<file path="config.mk">
export PLATFORM = sky130hd
export DESIGN_NAME = pwm_breathe
export DESIGN_NICKNAME = d
export VERILOG_FILES = /design/src/rtl/pwm_pkg.sv /design/src/rtl/pwm_fold.sv /design/src/rtl/pwm_breathe.sv
export SDC_FILE = /design/constraint.sdc
export NUM_CORES = 1
export LEC_CHECK = 0
export CELL_PAD_IN_SITES_DETAIL_PLACEMENT = 1
export CELL_PAD_IN_SITES_GLOBAL_PLACEMENT = 1
export CORE_ASPECT_RATIO = 0.5
export CORE_UTILIZATION = 34
export DETAILED_ROUTE_END_ITERATION = 12
export GPL_ROUTABILITY_DRIVEN = 1
export PLACE_DENSITY = 0.77
export SYNTH_ARGS = -nofsm -noshare
export SYNTH_HDL_FRONTEND = slang
export SYNTH_SLANG_ARGS = --single-unit
</file>
<file path="constraint.sdc">
create_clock -name clk -period 2.2 [get_ports clk]
set_input_delay 0.44 -clock clk [delete_from_list [all_inputs] [get_ports clk]]
set_output_delay 0.44 -clock clk [all_outputs]
set_load 0.01 [all_outputs]
</file>
<file path="src/rtl/pwm_pkg.sv">
// Shared constants and helpers for the pwm_breathe LED driver.
// PWM_GAMMA_EN selects the gamma-corrected breathe level in pwm_fold.
package pwm_pkg;

  typedef enum logic {
    MODE_STATIC  = 1'b0,
    MODE_BREATHE = 1'b1
  } pwm_mode_e;

  function automatic int pwm_max(input int w);
    return (1 << w) - 1;
  endfunction

  // Evenly spaced phase offset of channel i on a 2^(w+1) step circle.
  function automatic int ch_offset(
    input int i,
    input int w,
    input int ch
  );
    return (i * (1 << (w + 1))) / ch;
  endfunction

endpackage

</file>
<file path="src/rtl/pwm_fold.sv">
// Triangle fold of the shared breathing phase into one channel level.
// PWM_GAMMA_EN adds a square-law gamma stage after the fold.
module pwm_fold
  import pwm_pkg::*;
#(
  parameter int PWM_W = 8
) (
  input  logic [PWM_W:0]   ph_i,
  input  logic [PWM_W:0]   off_i,
  output logic [PWM_W-1:0] lvl_o
);

  logic [PWM_W:0]   p;
  logic [PWM_W-1:0] fold_lvl;

  assign p = ph_i + off_i;

  assign fold_lvl = p[PWM_W] ? ~p[PWM_W-1:0]
                             : p[PWM_W-1:0];

`ifdef PWM_GAMMA_EN
  logic [2*PWM_W-1:0] base;
  logic [2*PWM_W-1:0] sq;

  // (MAX+1)^2 wraps to 0, so the -1 lands on all-ones and g(MAX)=MAX.
  assign base = {{(PWM_W-1){1'b0}},
                 {1'b0, fold_lvl} + 1'b1};
  assign sq = base * base - 1'b1;
  assign lvl_o = PWM_W'(sq >> PWM_W);
`else
  assign lvl_o = fold_lvl;
`endif

endmodule

</file>
<file path="src/rtl/pwm_breathe.sv">
// Multi-channel PWM driver with static or breathing duty per channel.
// Build with PWM_GAMMA_EN for gamma-corrected breathing levels.
module pwm_breathe
  import pwm_pkg::*;
#(
  parameter int CH      = 4,
  parameter int PWM_W   = 8,
  parameter int PRESC_W = 16
) (
  input  logic                  clk,
  input  logic                  reset,
  input  logic                  en,
  input  logic [PRESC_W-1:0]    prescale,
  input  logic [CH-1:0]         mode,
  input  logic [CH*PWM_W-1:0]   duty,
  output logic [CH-1:0]         pwm_out,
  output logic                  period_start
);

  localparam logic [PWM_W-1:0] CNT_LAST =
    PWM_W'(pwm_max(PWM_W) - 1);

  logic [PWM_W-1:0]   cnt_q, cnt_d;
  logic [PRESC_W-1:0] presc_q, presc_d;
  logic [PWM_W:0]     ph_q, ph_d;
  logic [PWM_W-1:0]   sh_q [CH];
  logic [PWM_W-1:0]   sh_d [CH];
  logic [CH-1:0]      pwm_q, pwm_d;
  logic               ps_q, ps_d;

  logic [PWM_W-1:0]   lvl [CH];
  logic               wrap;
  logic               load;
  logic               adv;

  for (genvar g = 0; g < CH; g++) begin : g_ch
    localparam logic [PWM_W:0] OFF =
      (PWM_W+1)'(ch_offset(g, PWM_W, CH));

    pwm_fold #(
      .PWM_W (PWM_W)
    ) u_fold (
      .ph_i  (ph_q),
      .off_i (OFF),
      .lvl_o (lvl[g])
    );
  end

  assign wrap = (cnt_q == CNT_LAST);
  assign load = !en | wrap;
  assign adv  = en & wrap;

  always_comb begin
    cnt_d = load ? '0 : cnt_q + 1'b1;
  end

  // Exact-match compare: a prescale lowered below presc wraps the counter.
  always_comb begin
    presc_d = presc_q;
    ph_d    = ph_q;
    if (adv) begin
      if (presc_q == prescale) begin
        presc_d = '0;
        ph_d    = ph_q + 1'b1;
      end else begin
        presc_d = presc_q + 1'b1;
      end
    end
  end

  always_comb begin
    for (int i = 0; i < CH; i++) begin
      sh_d[i] = sh_q[i];
      if (load) begin
        unique case (1'b1)
          (mode[i] == MODE_BREATHE):
            sh_d[i] = lvl[i];
          default:
            sh_d[i] = duty[i*PWM_W +: PWM_W];
        endcase
      end
    end
  end

  always_comb begin
    pwm_d = '0;
    for (int i = 0; i < CH; i++) begin
      pwm_d[i] = en & (cnt_q < sh_q[i]);
    end
    ps_d = adv;
  end

  always_ff @(posedge clk) begin
    if (reset) begin
      cnt_q   <= '0;
      presc_q <= '0;
      ph_q    <= '0;
      pwm_q   <= '0;
      ps_q    <= 1'b0;
      for (int i = 0; i < CH; i++) begin
        sh_q[i] <= '0;
      end
    end else begin
      cnt_q   <= cnt_d;
      presc_q <= presc_d;
      ph_q    <= ph_d;
      pwm_q   <= pwm_d;
      ps_q    <= ps_d;
      for (int i = 0; i < CH; i++) begin
        sh_q[i] <= sh_d[i];
      end
    end
  end

  assign pwm_out      = pwm_q;
  assign period_start = ps_q;

endmodule

</file>
==> flow_summary_export.csv, run 1 <==
group,metric,value,unit
die,fp.dieArea,12500,um2
timing,setup_violations,0,
cells_and_area,fill_cells,1334,
place,place_inst,691,
grt,gr-usage-all-layers,19.7,%
power,power_density,593,nW/um2
synth,synthArstFlopShare,0,%
synth,ys_types,37,
setup_path,r2r_start,"presc_q[2]",
timing,fin_skew,0.00687,ns
timing,fin_tns_setup,0,ns
clocking,cts_buffers,9,
timing,finalMaxSlewViolations,0,
synth,synth_top_family_by_area,"simple AND/OR/NAND/NOR gates",
routing,drt_wl_total,11400,um
routing,dr_wl_met2,5380,um
clocking,path_clk_slew,0.05,ns
setup_path,arrival,2.33,ns
die,die_w,157,um
setup_path,reg2reg_depth,6,
synth,synth_edf_count,0,
clocking,cts_tree,"done",
cells_and_area,layout-drive-gt1-share,8.53,%
synth,synth.cell_area,4080,um2
die,num_rows,27,
setup_path,r2r-end,"ph_q[8]",
synth,yosysTopAreaCellShare,34.4,%
clocking,cts.path.max_buffers,2,
synth,synth_seq_cells,70,
place,place_congestion,0.797,
synth,syn_nets,563,
routing,firstDrtPassIters,4,
routing,met1_length,5430,um
grt,antenna_found_initial,0,
routing,dr_wl_met3,410,um
job,drv_cap,0,
timing,slew_headroom,50.8,%
cells_and_area,syn_to_final_growth,28.8,%
cells_and_area,layout_common_cells,"dfxtp_1 (70), clkdlybuf4s50_1 (59), nor2_1 (48)",
cells_and_area,final_cell_count_no_fill,710,
die,initial_utilization,36.0,%
worst_hold_path,hp-class,"flip-flop to flip-flop",
cells_and_area,layout_commonest_cell,"dfxtp_1",
setup_path,crit_path_start,"prescale[2]",
timing,tightest_slew,0.734,ns
synth,yosys_warnings,0,
setup_path,critPathMaxFanout,7,
power,power,3.11,mW
synth,syn_inst,476,
clocking,h-tree-depth,3,
clocking,clk_latency,0.33,ns
synth,synthTopCellsByArea,"dfxtp_1 (34%), ha_1 (9.8%), xnor2_1 (5.8%), xor2_1 (5.2%), a211oi_1 (4.6%)",
timing,max_freq,0.470,GHz
cells_and_area,antennaDiodeCount,0,
routing,wl_per_cell,16.1,um
setup_path,start_kind,"primary input",
routing,dr.first_iter.drc_count,125,
synth,synth-compound-area-share,15.4,%
setup_path,worstSetupPathType,"primary input to flip-flop",
grt,overflow,0,
clocking,cts.sinks,70,
synth,ys.flop_type,"dfxtp_1",
setup_path,endpoint_kind,"flip-flop",
synth,synth.area.mux_share,4.42,%
die,io_pins,60,
routing,top_layer_used,"met4",
worst_hold_path,whs_endpoint,"sh_q[3][0]",
synth,synth-xor-area-share,11.4,%
timing,hold_viol_final,0,
synth,syn_area_per_cell,8.56,um2
cells_and_area,fin_nets,633,
die,core,11300,um2
setup_path,required,2.40,ns
grt,grt_pass1_vias,3806,
worst_hold_path,hold-path-cell-count,2,
synth,synth_top_cell_by_area,"dfxtp_1",
setup_path,rrSetupSlack,0.12,ns
grt,grt_pass1_wl,18700,um
grt,grt_max_degree,48,
power,ir_drop,0.312,mV
place,portBuffers,59,
clocking,cts_hold_buffers,0,
clocking,cts-root-buf,"clkbuf_16",
worst_hold_path,min-delay-start,"sh_q[3][0]",
run_status,status,"finished clean",
timing,fin_crit_sh,96.6,%
routing,viasPerCell,5.05,
power,total_leakage_power,2.09,nW
die,fp.dieH,79.4,um
synth,synth_seq_area_share,34.4,%
routing,vias,3583,
place,dp_hpwl,8310,um
synth,yosys.area_share.simple,18.6,%
synth,synthAdderAreaFrac,9.82,%
routing,drtAntennaViolNets,0,
timing,finalCriticalPeriod,2.13,ns
routing,route.detailed.drc,0,
==> timing repair <==
item,4_1_cts,5_1_grt
setup endpoints to repair,0,7
buffers inserted,0,2
gates resized for setup,0,2
hold endpoints to repair,0,0
==> per-layer routing <==
| metal | up-vias | GRT usage, % |
|---|---|---|
| li1 | 1787 | - |
| met1 | 1735 | 24.4 |
| met2 | 46 | 33.9 |
| met3 | 15 | 4.83 |
| met4 | 0 | 6.08 |
| met5 | - | 0 |
==> state kept, by name, indices dropped and copies added, names as in the netlist <==
signal	count
period_start	1
pwm_out	4
presc_q	16
sh_q	32
cnt_q	8
ph_q	9
==> how the worst max path moves through the flow <==
stage | to | slack (ns) | depth (start not counted)
finish | ph_q[8] | 0.07 | 7
global route | ph_q[4] | -0.01 | 6
CTS | ph_q[8] | 0.07 | 6
detailed placement | ph_q[8] | -0.24 | 6
global placement | ph_q[4] | -0.15 | 6
floorplan | presc_q[10] | 0.27 | 10
==> critical path, cell delays in order <==
cell	delay [ns]
clkdlybuf4s50_1	0.41
xor2_1	0.17
nor4_4	0.45
nand4_2	0.27
buf_4	0.21
o31ai_1	0.26
a21oi_1	0.11
==> report_power, final <==
group | switching, mW | leakage, nW | internal [mW] | total [mW]
sequential | 0.0214 | 0.572 | 1.31 | 1.34
clock | 0.526 | 0.132 | 0.881 | 1.41
combinational | 0.173 | 1.38 | 0.198 | 0.371
==> cell type report <==
class	instances	area [um2]	area share [%]
clock inverters	1	30.0	0.572
inverters	34	128	2.43
clock buffers	15	248	4.72
multi-input cells	346	2440	46.6
well taps	159	199	3.79
flip-flops and latches	70	1400	26.7
repair buffers	85	798	15.2
==> cell usage after synthesis (3+ instances only) <==
cell type	instances
dfxtp_1	70
nor2_1	48
nand2_1	40
inv_1	34
ha_1	32
a21oi_1	27
xnor2_1	27
a211oi_1	25
xor2_1	24
mux2i_1	18
o211ai_1	16
clkbuf_1	15
nand3_1	13
a21o_1	10
o31ai_1	7
or4_1	7
buf_2	6
nand2b_1	6
nand4_1	6
and2_1	5
nor3_1	5
o21ai_1	5
and3_1	4
and4_1	4
buf_1	4
o21a_1	3
==> through the flow <==
| step | hold WS [ns] | setup WS (ns) | area (um2) | util [%] |
|---|---|---|---|---|
| 3_3_place_gp | 0.440 | -0.152 | 4940 | 43.7 |
| 5_1_grt | 0.477 | -0.0144 | 5250 | 46.4 |
| 2_1_floorplan | 0.432 | 0.266 | 4080 | - |
| 6_report | 0.453 | 0.0737 | 5250 | 46.4 |
| 3_5_place_dp | 0.447 | -0.237 | 4940 | 43.7 |
| 4_1_cts | 0.453 | 0.0661 | 5220 | 46.1 |
==> logic make-up (layout without fill, tap and decap cells) <==
group | count (synthesis) | count (layout)
DFF | 70 | 70
adders and majority gates | 32 | 32
xor gates and xnor gates | 52 | 52
buffers and inverters | 61 | 135
AOI/OAI and AO/OA | 94 | 94
muxes | 18 | 18
and+or+nand+nor | 149 | 150
Power figures use the tool's default switching activity.
==> run 2: changes to the inputs <==
Settings changed: CTS_BUF_LIST set to sky130_fd_sc_hd__clkbuf_8 sky130_fd_sc_hd__clkbuf_16, SLEW_MARGIN set to 10, TNS_END_PERCENT set to 1.
==> run 2 against run 1 <==
Effect of this change:
- worst hold slack did not move
- total power is 0.74% lower
- wire length hardly changed
- non-clock buffer count stayed put
- utilization unchanged
- cell count unchanged
- critical endpoint unchanged
- largest power group unchanged
==> flow_summary_export.csv, run 2 (same netlist as run 1, synthesis figures left out) <==
group,metric,value,unit
cells_and_area,max_flop_register,"sh_q",
grt,met2_usage,33.9,%
setup_path,required,2.40,ns
power,power_density,589,nW/um2
setup_path,endpoint_kind,"flip-flop",
routing,drt_wl_total,11400,um
die,initial_utilization,36.0,%
power,comb_power_share,12.0,%
clocking,h-tree-depth,3,
clocking,path_clk_slew,0.05,ns
grt,grt_pass1_wl,18700,um
cells_and_area,largest_reg_flops,32,
timing,max_freq,0.470,GHz
setup_path,crit_chain,"clkdlybuf4s50_1 -> xor2_1 -> nor4_4 -> nand4_2 -> buf_4 -> o31ai_1 -> a21oi_1",
timing,fin_crit_sh,96.6,%
clocking,clk_latency,0.33,ns
routing,vias,3584,
setup_path,rrSetupSlack,0.13,ns
cells_and_area,syn_to_final_growth,28.8,%
power,total_leakage_power,2.11,nW
cells_and_area,largest_registers,"sh_q (32), presc_q (16), ph_q (9)",
timing,setup_violations,0,
power,p_sw_share,23.5,%
timing,fin_tns_setup,0,ns
timing,finalMaxSlewViolations,0,
grt,met1_usage,24.4,%
routing,viasPerCell,5.05,
power,power,3.09,mW
clocking,cts_buffers,9,
setup_path,critPathMaxFanout,7,
setup_path,worst-path-buf-inv,2,
setup_path,worstSetupPathType,"primary input to flip-flop",
timing,hold_viol_final,0,
grt,overflow,0,
timing,fin_skew,0.00836,ns
setup_path,cp_slowest_cell,"nor4_4",
setup_path,path_delay_family,"simple AND/OR/NAND/NOR gates",
place,portBuffers,59,
place,place_congestion,0.797,
cells_and_area,layout-drive-gt1-share,8.53,%
cells_and_area,layout_commonest_cell,"dfxtp_1",
timing,finalCriticalPeriod,2.13,ns
die,die_w,157,um
clocking,cts-root-buf,"clkbuf_16",
grt,grt_max_degree,48,
die,fp.dieH,79.4,um
die,core,11300,um2
die,num_rows,27,
grt,met3_usage,4.83,%
routing,dr.first_iter.drc_count,121,
worst_hold_path,hp-class,"flip-flop to flip-flop",
grt,antenna_found_initial,0,
routing,wl_per_cell,16.1,um
routing,firstDrtPassIters,4,
grt,grt_pass1_vias,3806,
setup_path,arrival,2.33,ns
setup_path,start_kind,"primary input",
power,seq_power_share,43.2,%
die,fp.dieArea,12500,um2
job,drv_cap,0,
power,clockPowerShare,44.8,%
timing,fin_ws,0.0742,ns
setup_path,max_stage_delay,0.45,ns
power,ir_drop,0.312,mV
timing,tightest_slew,0.723,ns
die,io_pins,60,
grt,top_usage_layer,"met2",
clocking,cts.path.max_buffers,2,
cells_and_area,fin_nets,633,
power,p_sw,725,uW
clocking,cts.sinks,70,
place,dp_hpwl,8310,um
power,p_int,2.37,mW
routing,route.detailed.drc,0,
cells_and_area,layout_common_cells,"dfxtp_1 (70), clkdlybuf4s50_1 (59), nor2_1 (48)",
routing,drtAntennaViolNets,0,
grt,gr-usage-all-layers,19.7,%
place,pre_cts_slack,-0.237,ns
cells_and_area,antennaDiodeCount,0,
clocking,cts_tree,"done",
timing,slew_headroom,51.6,%
run_status,status,"finished clean",
[run 2: power by group through the flow]
stage,clock [mW],combinational (mW),sequential [mW]
3_5_place_dp,0,0.373,1.36
4_1_cts,1.42,0.376,1.34
2_1_floorplan,0,0.196,1.36
6_report,1.38,0.372,1.34
5_1_grt,1.46,0.412,1.34
3_3_place_gp,0,0.364,1.36
[run 2: final timing paths]
kind / cells past startpoint / from / to
worst max-delay path: 7 / prescale[2] / ph_q[8]
worst min-delay path: 2 / sh_q[3][0] / sh_q[3][0]
worst max register to register: 6 / presc_q[2] / ph_q[8]
worst min register to register: 2 / sh_q[3][0] / sh_q[3][0]
[run 2: repair_timing]
action	4_1_cts	5_1_grt
resized for setup	0	2
endpoints found under the setup margin	0	7
setup buffers	0	2
hold buffers	0	0
[run 2: area by class of cell]
cell class / count / area [um2]
clock buffers: 9 / 225
clock inverters: 7 / 52.6
fillers: 1334 / 6070
inverters: 34 / 128
multi-input cells: 346 / 2440
flip-flops and latches: 70 / 1400
well taps: 159 / 199
repair buffers: 85 / 798
[run 2: metrics by stage]
stage	utilization [%]	cells	hold WS [ns]	instance area [um2]
after floorplan	-	476	0.432	4080
after global placement	43.7	691	0.440	4940
after detailed placement	43.7	691	0.447	4940
after CTS	46.1	707	0.453	5220
after global routing	46.4	710	0.477	5250
final	46.4	710	0.453	5250
[run 2: worst register-to-register path: cells and delay by family (launching register included)]
kind	cells	cell delay (ns)
XOR/XNOR	1	0.16
AND/OR/NAND/NOR	2	0.72
AO/OA/AOI/OAI	2	0.37
buffers and inverters	1	0.21
flip-flops	1	0.48
[run 2: layer usage]
layer  share of wire [%]  vias to the layer above  wire [um]
met5                   0                        -          0
met4                 1.6                        0        181
met3                 3.1                       15        351
met2                  47                       45       5380
met1                  48                     1737       5500
li1                    -                     1787          -
